**src/rtl/mux_rr_arbiter.sv**
```systemverilog
// Round-robin arbiter that shares a 4:1 data mux between four requesters and
// presents the selected data as a registered Valid/Ready stream.
module mux_rr_arbiter #(
  parameter int WIDTH     = 4,
  parameter int MAX_BURST = 4
) (
  input  logic             Clk,
  input  logic             Reset,
  input  logic [3:0]       Req,
  input  logic [WIDTH-1:0] Input0,
  input  logic [WIDTH-1:0] Input1,
  input  logic [WIDTH-1:0] Input2,
  input  logic [WIDTH-1:0] Input3,
  input  logic             Ready,
  output logic [3:0]       Gnt,
  output logic [1:0]       Sel,
  output logic [WIDTH-1:0] Data_out,
  output logic             Valid
);

  // Counter is wide enough to hold MAX_BURST itself.
  localparam int CW = (MAX_BURST < 2) ? 1 : $clog2(MAX_BURST + 1);

  typedef enum logic {
    IDLE,
    GRANT
  } state_t;

  state_t          state, state_n;
  logic [1:0]      ptr, ptr_n;
  logic [CW-1:0]   cnt, cnt_n;
  logic [3:0]      gnt_n;
  logic [1:0]      sel_n;
  logic [WIDTH-1:0] data_n;
  logic            valid_n;

  logic [WIDTH-1:0] in_arr [4];
  logic             idle_found;
  logic [1:0]       idle_win;
  logic             rel_found;
  logic [1:0]       rel_win;
  logic [1:0]       rel_ptr;
  logic             last_beat;

  // First requester found scanning cyclically upward from the pointer;
  // bit 2 of the result flags whether anyone is requesting at all.
  function automatic logic [2:0] arbitrate(input logic [3:0] req, input logic [1:0] from);
    logic [2:0] res;
    logic [1:0] idx;
    res = 3'b000;
    for (int k = 0; k < 4; k++) begin
      idx = from + 2'(k);
      if (!res[2] && req[idx]) begin
        res = {1'b1, idx};
      end
    end
    return res;
  endfunction

  assign in_arr[0] = Input0;
  assign in_arr[1] = Input1;
  assign in_arr[2] = Input2;
  assign in_arr[3] = Input3;

  // Both arbitration candidates are evaluated every cycle: one from the
  // current pointer (used when idle) and one from the rotated pointer
  // (used when the current grant releases on a transfer).
  assign rel_ptr = Sel + 2'd1;
  always_comb begin
    {idle_found, idle_win} = arbitrate(Req, ptr);
    {rel_found, rel_win}   = arbitrate(Req, rel_ptr);
  end

  // A transfer ends the grant when the owner stops asking or the burst is full.
  assign last_beat = !Req[Sel] || ((int'(cnt) + 1) >= MAX_BURST);

  // Next-state and next-output decode; the outputs are all registered so the
  // sink sees a clean, glitch-free stream.
  always_comb begin
    state_n = state;
    ptr_n   = ptr;
    cnt_n   = cnt;
    gnt_n   = Gnt;
    sel_n   = Sel;
    data_n  = Data_out;
    valid_n = Valid;
    case (state)
      IDLE: begin
        if (idle_found) begin
          state_n = GRANT;
          gnt_n   = 4'b0001 << idle_win;
          sel_n   = idle_win;
          data_n  = in_arr[idle_win];
          valid_n = 1'b1;
          cnt_n   = '0;
        end
      end
      GRANT: begin
        if (Ready) begin
          if (!last_beat) begin
            cnt_n  = cnt + CW'(1);
            data_n = in_arr[Sel];
          end else begin
            ptr_n = rel_ptr;
            cnt_n = '0;
            if (rel_found) begin
              gnt_n   = 4'b0001 << rel_win;
              sel_n   = rel_win;
              data_n  = in_arr[rel_win];
              valid_n = 1'b1;
            end else begin
              state_n = IDLE;
              gnt_n   = 4'b0000;
              valid_n = 1'b0;
            end
          end
        end
      end
      default: begin
        state_n = IDLE;
        gnt_n   = 4'b0000;
        valid_n = 1'b0;
      end
    endcase
  end

  // State and output registers; reset drops any in-flight beat at once.
  always_ff @(posedge Clk or posedge Reset) begin
    if (Reset) begin
      state    <= IDLE;
      ptr      <= 2'd0;
      cnt      <= '0;
      Gnt      <= 4'b0000;
      Sel      <= 2'd0;
      Data_out <= '0;
      Valid    <= 1'b0;
    end else begin
      state    <= state_n;
      ptr      <= ptr_n;
      cnt      <= cnt_n;
      Gnt      <= gnt_n;
      Sel      <= sel_n;
      Data_out <= data_n;
      Valid    <= valid_n;
    end
  end

endmodule

```
**config.mk**
```make
export PLATFORM = sky130hd
export DESIGN_NAME = mux_rr_arbiter
export DESIGN_NICKNAME = d
export VERILOG_FILES = /design/src/rtl/mux_rr_arbiter.sv
export SDC_FILE = /design/constraint.sdc
export NUM_CORES = 1
export LEC_CHECK = 0
export ABC_AREA = 1
export CAP_MARGIN = 10
export CORE_MARGIN = 5
export CORE_UTILIZATION = 45
export DETAILED_ROUTE_END_ITERATION = 12
export PLACE_DENSITY = 0.7
export REMOVE_ABC_BUFFERS = 1
export SYNTH_ARGS = -nofsm -noshare
export SYNTH_HDL_FRONTEND = slang
export SYNTH_SLANG_ARGS = --single-unit
```
**constraint.sdc**
```tcl
create_clock -name Clk -period 5.35 [get_ports Clk]
set_input_delay 0.535 -clock Clk [delete_from_list [all_inputs] [get_ports Clk]]
set_output_delay 0.535 -clock Clk [all_outputs]
set_load 0.01 [all_outputs]
```
==> results.cfg, run 1 <==
[yosys]
yosys.area.top_type = nand2_1
synth_cell_type_count = 31
yosysTopAreaCellShare = 0.2387
syn-cell-area_um2 = 1887
seq_area_frac_synth = 0.2255
synth_area_per_cell_um2 = 6.186
yosys-top-cells-area = nand2_1 24%, dfrtp_1 23%, nand2_2 7.0%
ys_ff_latch = 17
synthCells = 305
synth_warnings = 0

[floorplanning]
core.rowCount = 23
pin_count = 34
initial_core_util = 0.4683
core-area_um2 = 4029
die_area_um2 = 5588
die_x_um = 74.75
die_h_um = 74.75

[critical_path]
cp.arrival_ps = 2910
r2r-start = Sel[0]
critPathMaxFanout = 21
cp_data_required_time_ps = 5550
startpoint = Sel[0]
crit_type = flop to flop
cp-end-kind = flop
cp-start-kind = flop

[sta]
slew-limit-headroom = 0.5635
finalCritPeriodShare = 0.5054
fmax_mhz = 369.9
slew_violations = 0
rsz0062_at_grt = false
max_slew.worst_pin.slew_ps = 654.0
skew_ps = 2.931
post-route-min-period_ps = 2704
finalHoldViolCount = 0
finalWorstSetupSlack_ps = 2646
setup_viol = 0
fin_setup_tns_ps = 0

[clock_network]
cts-root-buf = clkbuf_8
htree_levels = 1
hold_buffers = 0
clk_latency_ps = 260
cts_tree = done
cts_buffers = 3
cts.sink_count = 17
clkTransAtPathRegs_ps = 70
post_cts_resized = 0
post_cts_buffers = 0
cts_buffer_depth = 2

[outcome]
status = finished, final reports clean

[grt]
grt_pass1_wl_mm = 8.507
grt_pass1_vias = 1885
grt_max_degree = 22
overflow = 0
grt_util_all_layers = 0.1912
antenna_found_initial = 0

[routing]
wl_per_cell_um = 13.14
drtAntennaViolNets = 0
dr.pass1.iters = 4
first_iter_violations = 208
drc = 0
via_count = 2046
vias_per_cell = 5.370
wl_mm = 5.008

[worst_hold_path]
min_from = Valid
hp-class = flop to flop

[layout]
seq_area_um2 = 425.4
multi_input_area_um2 = 1261
fin_cells = 381
drive_above_1_share = 0.1390
area_delta_synth_final_pct = 18.50
nFillCells = 421
layout.nets = 356
final_common_cell = nand2_1
most-common-layout-cells = 120 x nand2_1, 33 x clkdlybuf4s50_1, 24 x inv_1, 24 x nand3_1, 21 x nand2_2
design_area_um2 = 2236
n_antenna_cell = 0

[placement]
pre_cts_slack_ps = 2603
portBuffers = 33
hpwl_mm = 3.900
dp_cells = 377
gp_congestion = 0.9069
placed_area_um2 = 2187

[pwr]
power_uw = 1736
peakVddDrop_mv = 0.3545
total_leakage_power_uw = 0.001141
p_per_area_nw_per_um2 = 776.4

[flow_run]
drv_cap = 0
[worst paths after layout]
kind / endpoint / slack (ps) / cells past startpoint
max in group asynchronous: Data_out[2] / 4270 / 2
worst min-delay path: Valid / 530 / 2
worst max-delay path: Data_out[2] / 2650 / 16
worst min register to register: Valid / 530 / 2
min in group asynchronous: Gnt[1] / 660 / 2
worst max register to register: Data_out[2] / 2650 / 16
[worst max-delay path: stages, from the launching register on]
cell and delay [ps]:
dfrtp_1 670, inv_2 240, nand2_1 230, nand2_2 110, nand2_2 100, nand2_4 70
nor2_8 110, nand3_4 230, nand3_2 350, nand2_1 90, nand2_1 70, nand2_1 50
nand2_1 80, nand2_1 50, nand3_1 90, nand2_1 50, inv_1 40
[per-layer routing]
metal / global-route usage / part of all wire / wire [um]
met5: 0 / 0 / 0
met4: 0.04743 / 0.0070 / 35
met3: 0.03738 / 0.079 / 397
met2: 0.3083 / 0.44 / 2219
met1: 0.2640 / 0.47 / 2356
[power by group]
group	leakage [uW]	switching, uW	internal (uW)
Combinational	0.000917	892	476
Sequential	0.000202	74.9	191
Clock	0.0000217	49.4	52.5
[cells by family after synthesis]
group	synth area share
DFF	0.2255
xor gates and xnor gates	0.004643
adders and majority gates	0.006630
AOI/OAI and AO/OA	0.1101
buffers and inverters	0.1061
and+or+nand+nor	0.5471
[synthesized netlist by cell type]
master,n
a31oi_1,4
o21ai_1,2
o22ai_1,7
o21bai_1,1
nor2_1,14
a21oi_1,5
nor2_8,1
or2_2,4
inv_2,3
o211ai_1,1
xor2_1,1
clkbuf_1,2
inv_1,24
ha_1,1
nand4_1,18
a21oi_4,1
and2_1,1
buf_2,2
nand2_1,120
o21ai_2,1
nand3_4,1
buf_6,6
o21ai_0,11
nand2_4,5
inv_4,1
nand2_2,21
dfrtp_1,17
nand3_1,24
a311oi_1,1
buf_4,1
nand3_2,4
[area by class of cell]
class                      instances  share of cell area
inverter                          28             0.04813
sequential                        17              0.1903
clock inverter                     1            0.003358
multi-input combinational        249              0.5641
clock buffer                       3             0.01847
timing repair buffer              33              0.1477
tap                               50             0.02798
[stage by stage]
stage	hold slack (ps)	util
2_1_floorplan	461.1	-
3_3_place_gp	496.6	0.5429
3_5_place_dp	508.8	0.5429
4_1_cts	534.6	0.5550
5_1_grt	588.3	0.5550
6_report	525.9	0.5550
[state kept, by name (all words and copies together), names as in the netlist]
register / cells
Valid: 1
cnt: 3
Gnt: 4
Data_out: 4
state: 1
ptr: 2
Sel: 2
No activity file was read; power rests on OpenSTA's default activity.
==> run 2, diff against run 1 <==
Clock period 5.35 ns to 2.67 ns, I/O delays scaled along.
==> run 2 against run 1 <==
  * Critical path depth up 1
  * Core utilization rose by 0.75 points
  * Clock power increased by 99%
  * Sequential cell count is the same
  * Sequential power increased by 86%
  * Wire length up 1.7%
  * Non-clock buffer count grew 4
  * Sequential share of layout area shrank 0.25 points
  * Design area up 1.3%
  * Die area unchanged
  * First-iteration DRC count shrank 15%
==> results.cfg, run 2 (same netlist as run 1, synthesis figures left out) <==
[clock_network]
post_cts_resized = 0
cts-root-buf = clkbuf_8
cts.sink_count = 17
cts_tree = done
cts_buffers = 3
clk_latency_ps = 260
post_cts_buffers = 0
htree_levels = 1
cts_buffer_depth = 2
clkTransAtPathRegs_ps = 70
hold_buffers = 0

[sta]
finalCritPeriodShare = 0.8722
slew_violations = 0
slew-limit-headroom = 0.5561
finalHoldViolCount = 0
max_slew.worst_pin.slew_ps = 665.1
hold_slack_ps = 399.2
post-route-min-period_ps = 2329
skew_ps = 4.393
rsz0062_at_grt = false
fmax_mhz = 429.4
finalWorstSetupSlack_ps = 341.2
setup_viol = 0
fin_setup_tns_ps = 0

[routing]
dr.pass1.iters = 4
wl_per_cell_um = 13.23
first_iter_violations = 176
drc = 0
via_count = 2032
vias_per_cell = 5.278
wl_mm = 5.095
drtAntennaViolNets = 0

[critical_path]
cp_data_required_time_ps = 2830
crit_top_cell = nand2_1
slowest_delay_ps = 550
cp.arrival_ps = 2480
critPathMaxFanout = 11
crit_chain = inv_1 -> nand2_1 -> nand2_1 -> nand2_1 -> nand2_1 -> nand2_1 -> nand2_1 -> nand2_2 -> nand3_2 -> nand2_1 -> nand2_1 -> nand2_1 -> nand2_1 -> nand2_1 -> nand3_1 -> nand2_1 -> inv_1
r2r-start = ptr[0]
cp-start-kind = flop
endpoint = Data_out[0]
r2r_slack_ps = 340
crit_type = flop to flop
worstRegToRegCells = 17
cp-end-kind = flop
startpoint = ptr[0]
crit_slowest_cell = dfrtp_1
r2r_end = Data_out[0]

[layout]
most-common-layout-cells = 120 x nand2_1, 33 x clkdlybuf4s50_1, 24 x inv_1, 24 x nand3_1, 21 x nand2_2
n_antenna_cell = 0
top_regs = Data_out: 4 flops, Gnt: 4 flops, cnt: 3 flops
nFillCells = 407
area_delta_synth_final_pct = 20.09
layout.nets = 360
drive_above_1_share = 0.1493
final_common_cell = nand2_1
fin_cells = 385

[pwr]
switching_power_uw = 2037
p_clk_frac = 0.058
internal_power_uw = 1489
p_per_area_nw_per_um2 = 1556
p_seq_frac = 0.140
peakVddDrop_mv = 0.7424
power_uw = 3526
switching_share = 0.5777
power_frac_comb = 0.802
total_leakage_power_uw = 0.001159

[grt]
antenna_found_initial = 0
grt_pass1_vias = 2010
overflow = 0
grt_util_all_layers = 0.1994
grt_pass1_wl_mm = 8.852
grt_max_degree = 18

[outcome]
status = finished, final reports clean

[floorplanning]
die_x_um = 74.75
core.rowCount = 23
initial_core_util = 0.4683
pin_count = 34
die_area_um2 = 5588
die_h_um = 74.75
core-area_um2 = 4029

[worst_hold_path]
hp-class = input port to async pin

[placement]
hpwl_mm = 3.994
dp_cells = 381
pre_cts_slack_ps = 230.4
gp_congestion = 0.9404
portBuffers = 33

[flow_run]
drv_cap = 0
==> run 2: cell types whose count changed in the layout (fill, tap and decap cells not counted), sizes merged <==
cell  previous run  this run
buf              0         4
==> run 2: layer usage <==
metal	part of all wire	wire length, um	track usage
met5	0	0	0
met4	0.0067	34	0.05731
met3	0.062	314	0.03471
met2	0.46	2328	0.3268
met1	0.47	2418	0.2701
==> run 2: final cells by class <==
| type | instances | area (um2) | share of cell area |
|---|---|---|---|
| multi-input combinational | 249 | 1261 | 0.5566 |
| sequential | 17 | 425.4 | 0.1877 |
| tap | 50 | 62.56 | 0.02761 |
| inverter | 28 | 107.6 | 0.04749 |
| timing repair buffer | 37 | 360.3 | 0.1590 |
| clock inverter | 1 | 7.507 | 0.003313 |
| clock buffer | 3 | 41.29 | 0.01822 |
==> run 2: power by group through the flow <==
stage	logic [uW]	registers, uW	clock network [uW]
floorplan	1990	544	0
global placement	2780	498	0
detailed placement	2800	501	0
CTS	2810	496	212
global route	3200	517	220
finish	2830	494	203
==> run 2: critical path, delay by kind of cell, from the launching register on <==
family | cells | cell delay, ps
buffers and inverters | 2 | 220
flip-flops | 1 | 550
AND/OR/NAND/NOR | 15 | 1460
==> run 2: worst min path at each step <==
stage | end | start | cells past startpoint
global placement | Valid | Valid | 2
global route | cnt[1] | Reset | 2
detailed placement | Valid | Valid | 2
floorplan | Data_out[0] | Reset | 1
CTS | Gnt[3] | Reset | 2
finish | Gnt[3] | Reset | 2
==> run 2: metrics by stage <==
step                      instance area, um2    util
after detailed placement                2217  0.5503
after floorplan                         1794       -
after global routing                    2266  0.5624
after global placement                  2217  0.5503
final                                   2266  0.5624
after CTS                               2266  0.5624
==> run 3, diff against run 2 <==
Settings changed: CORE_UTILIZATION 45 to 30, PLACE_DENSITY 0.7 to unset, SLEW_MARGIN set to 20.
==> run 3 against run 2 <==
  * Worst setup slack better by 47 ps
  * Clock power down 2%
  * Hold slack better by 10 ps
  * Clock skew down 1.6 ps
  * Sequential power up 3%
  * Critical path type unchanged
  * Largest cell class unchanged
==> results.cfg, run 3 (same netlist as run 1, synthesis figures left out) <==
[sta]
slew-limit-headroom = 0.5432
fin_setup_tns_ps = 0
max_slew.worst_pin.slew_ps = 684.4
skew_ps = 2.794
finalHoldViolCount = 0
finalCritPeriodShare = 0.8547
slew_violations = 0
post-route-min-period_ps = 2282
setup_viol = 0
fmax_mhz = 438.2
rsz0062_at_grt = false

[routing]
vias_per_cell = 4.971
dr.pass1.iters = 4
drtAntennaViolNets = 0
drc = 0
wl_per_cell_um = 13.52
first_iter_violations = 131
via_count = 2043
wl_mm = 5.558

[clock_network]
cts_buffer_depth = 2
cts_tree = done
cts-root-buf = clkbuf_8
clkTransAtPathRegs_ps = 70
cts_buffers = 3
cts.sink_count = 17
htree_levels = 1
clk_latency_ps = 250

[placement]
portBuffers = 33
placed_area_um2 = 2256
hpwl_mm = 4.323
gp_congestion = 0.8605

[layout]
top_regs = Data_out: 4 flops, Gnt: 4 flops, cnt: 3 flops
area_delta_synth_final_pct = 22.08
drive_above_1_share = 0.1548
n_antenna_cell = 0
design_area_um2 = 2303
final_common_cell = nand2_1
most-common-layout-cells = 120 x nand2_1, 33 x clkdlybuf4s50_1, 24 x inv_1, 24 x nand3_1, 21 x nand2_2
layout.nets = 361

[floorplanning]
core-area_um2 = 6026
die_area_um2 = 7975
initial_core_util = 0.3131
die_x_um = 89.31
core.rowCount = 28
die_h_um = 89.31
pin_count = 34

[grt]
grt_util_all_layers = 0.1472
grt_pass1_vias = 1966
overflow = 0
antenna_found_initial = 0
grt_pass1_wl_mm = 9.356
grt_max_degree = 18

[critical_path]
slowest_delay_ps = 590
critPathMaxFanout = 12
crit_chain = nand2_1 -> nand2_4 -> nand2_1 -> nand2_2 -> inv_2 -> nand3_4 -> nand3_2 -> nand2_1 -> nand2_1 -> nand2_1 -> nand2_1 -> nand2_1 -> nand3_1 -> nand2_1 -> inv_1
crit_type = flop to flop
cp-start-kind = flop
crit_slowest_cell = dfrtp_1
crit_top_cell = nand2_1
cp-end-kind = flop
crit_family = simple AND/OR/NAND/NOR gates
cp.arrival_ps = 2440
cp_data_required_time_ps = 2830
critical_path_buf_inv_count = 2

[worst_hold_path]
hp-class = input port to async pin

[pwr]
p_per_area_nw_per_um2 = 1553
peakVddDrop_mv = 0.5750
total_leakage_power_uw = 0.001166

[outcome]
status = finished, final reports clean

[flow_run]
drv_cap = 0
run 3: changes by cell type in the layout (fill, tap and decap cells not counted), sizes merged:
cell and change:
clkinv +1, buf +1, clkinvlp -1
run 3: power breakdown:
| part | internal [uW] | switching (uW) |
|---|---|---|
| Clock | 104 | 93.9 |
| Combinational | 1020 | 1850 |
| Sequential | 386 | 122 |
| Total | 1510 | 2070 |
run 3: cell type report:
| type | count | area (um2) |
|---|---|---|
| Timing Repair Buffer | 38 | 367.9 |
| Clock inverter | 1 | 5.005 |
| Inverter | 28 | 107.6 |
| Clock buffer | 3 | 41.29 |
| Fill cell | 664 | 3722 |
| Sequential cell | 17 | 426.7 |
| Multi-Input combinational cell | 249 | 1261 |
| Tap cell | 75 | 93.84 |
run 3: what timing repair did:
item                       CTS  global route
hold buffers                 0             0
setup endpoints to repair    0             2
hold endpoints to repair     0             0
gates resized for setup      0             1
buffers inserted             0             0
run 3: worst paths after layout:
path                                to  startpoint  cells past startpoint  slack, ps
setup / recovery           Data_out[3]      Sel[1]                     15        390
hold / removal                  Gnt[2]       Reset                      2        410
setup reg to reg           Data_out[3]      Sel[1]                     15        390
hold reg to reg                  Valid       Valid                      2        510
max in group asynchronous       ptr[0]       Reset                      2       1780
min in group Clk                 Valid       Valid                      2        510
run 3: routing by layer:
metal | track usage | wire (um) | vias up | share of wire
met5 | 0 | 0 | - | 0
met4 | 0.03924 | 63 | 0 | 0.011
met3 | 0.01475 | 416 | 7 | 0.075
met2 | 0.2331 | 2441 | 66 | 0.44
met1 | 0.2128 | 2636 | 910 | 0.47
li1 | - | - | 1060 | -
run 3: through the flow:
step | setup WS, ps | hold WS, ps | cells | total power [uW] | util
after floorplan | 439.3 | 193.1 | 294 | 2535 | -
after global placement | 234.5 | 488.3 | 407 | 3380 | 0.3744
after detailed placement | 237.9 | 502.4 | 407 | 3364 | 0.3744
after CTS | 348.0 | 442.4 | 411 | 3585 | 0.3821
after global routing | 42.15 | 480.5 | 411 | 4002 | 0.3823
final | 388.0 | 409.2 | 411 | 3577 | 0.3823
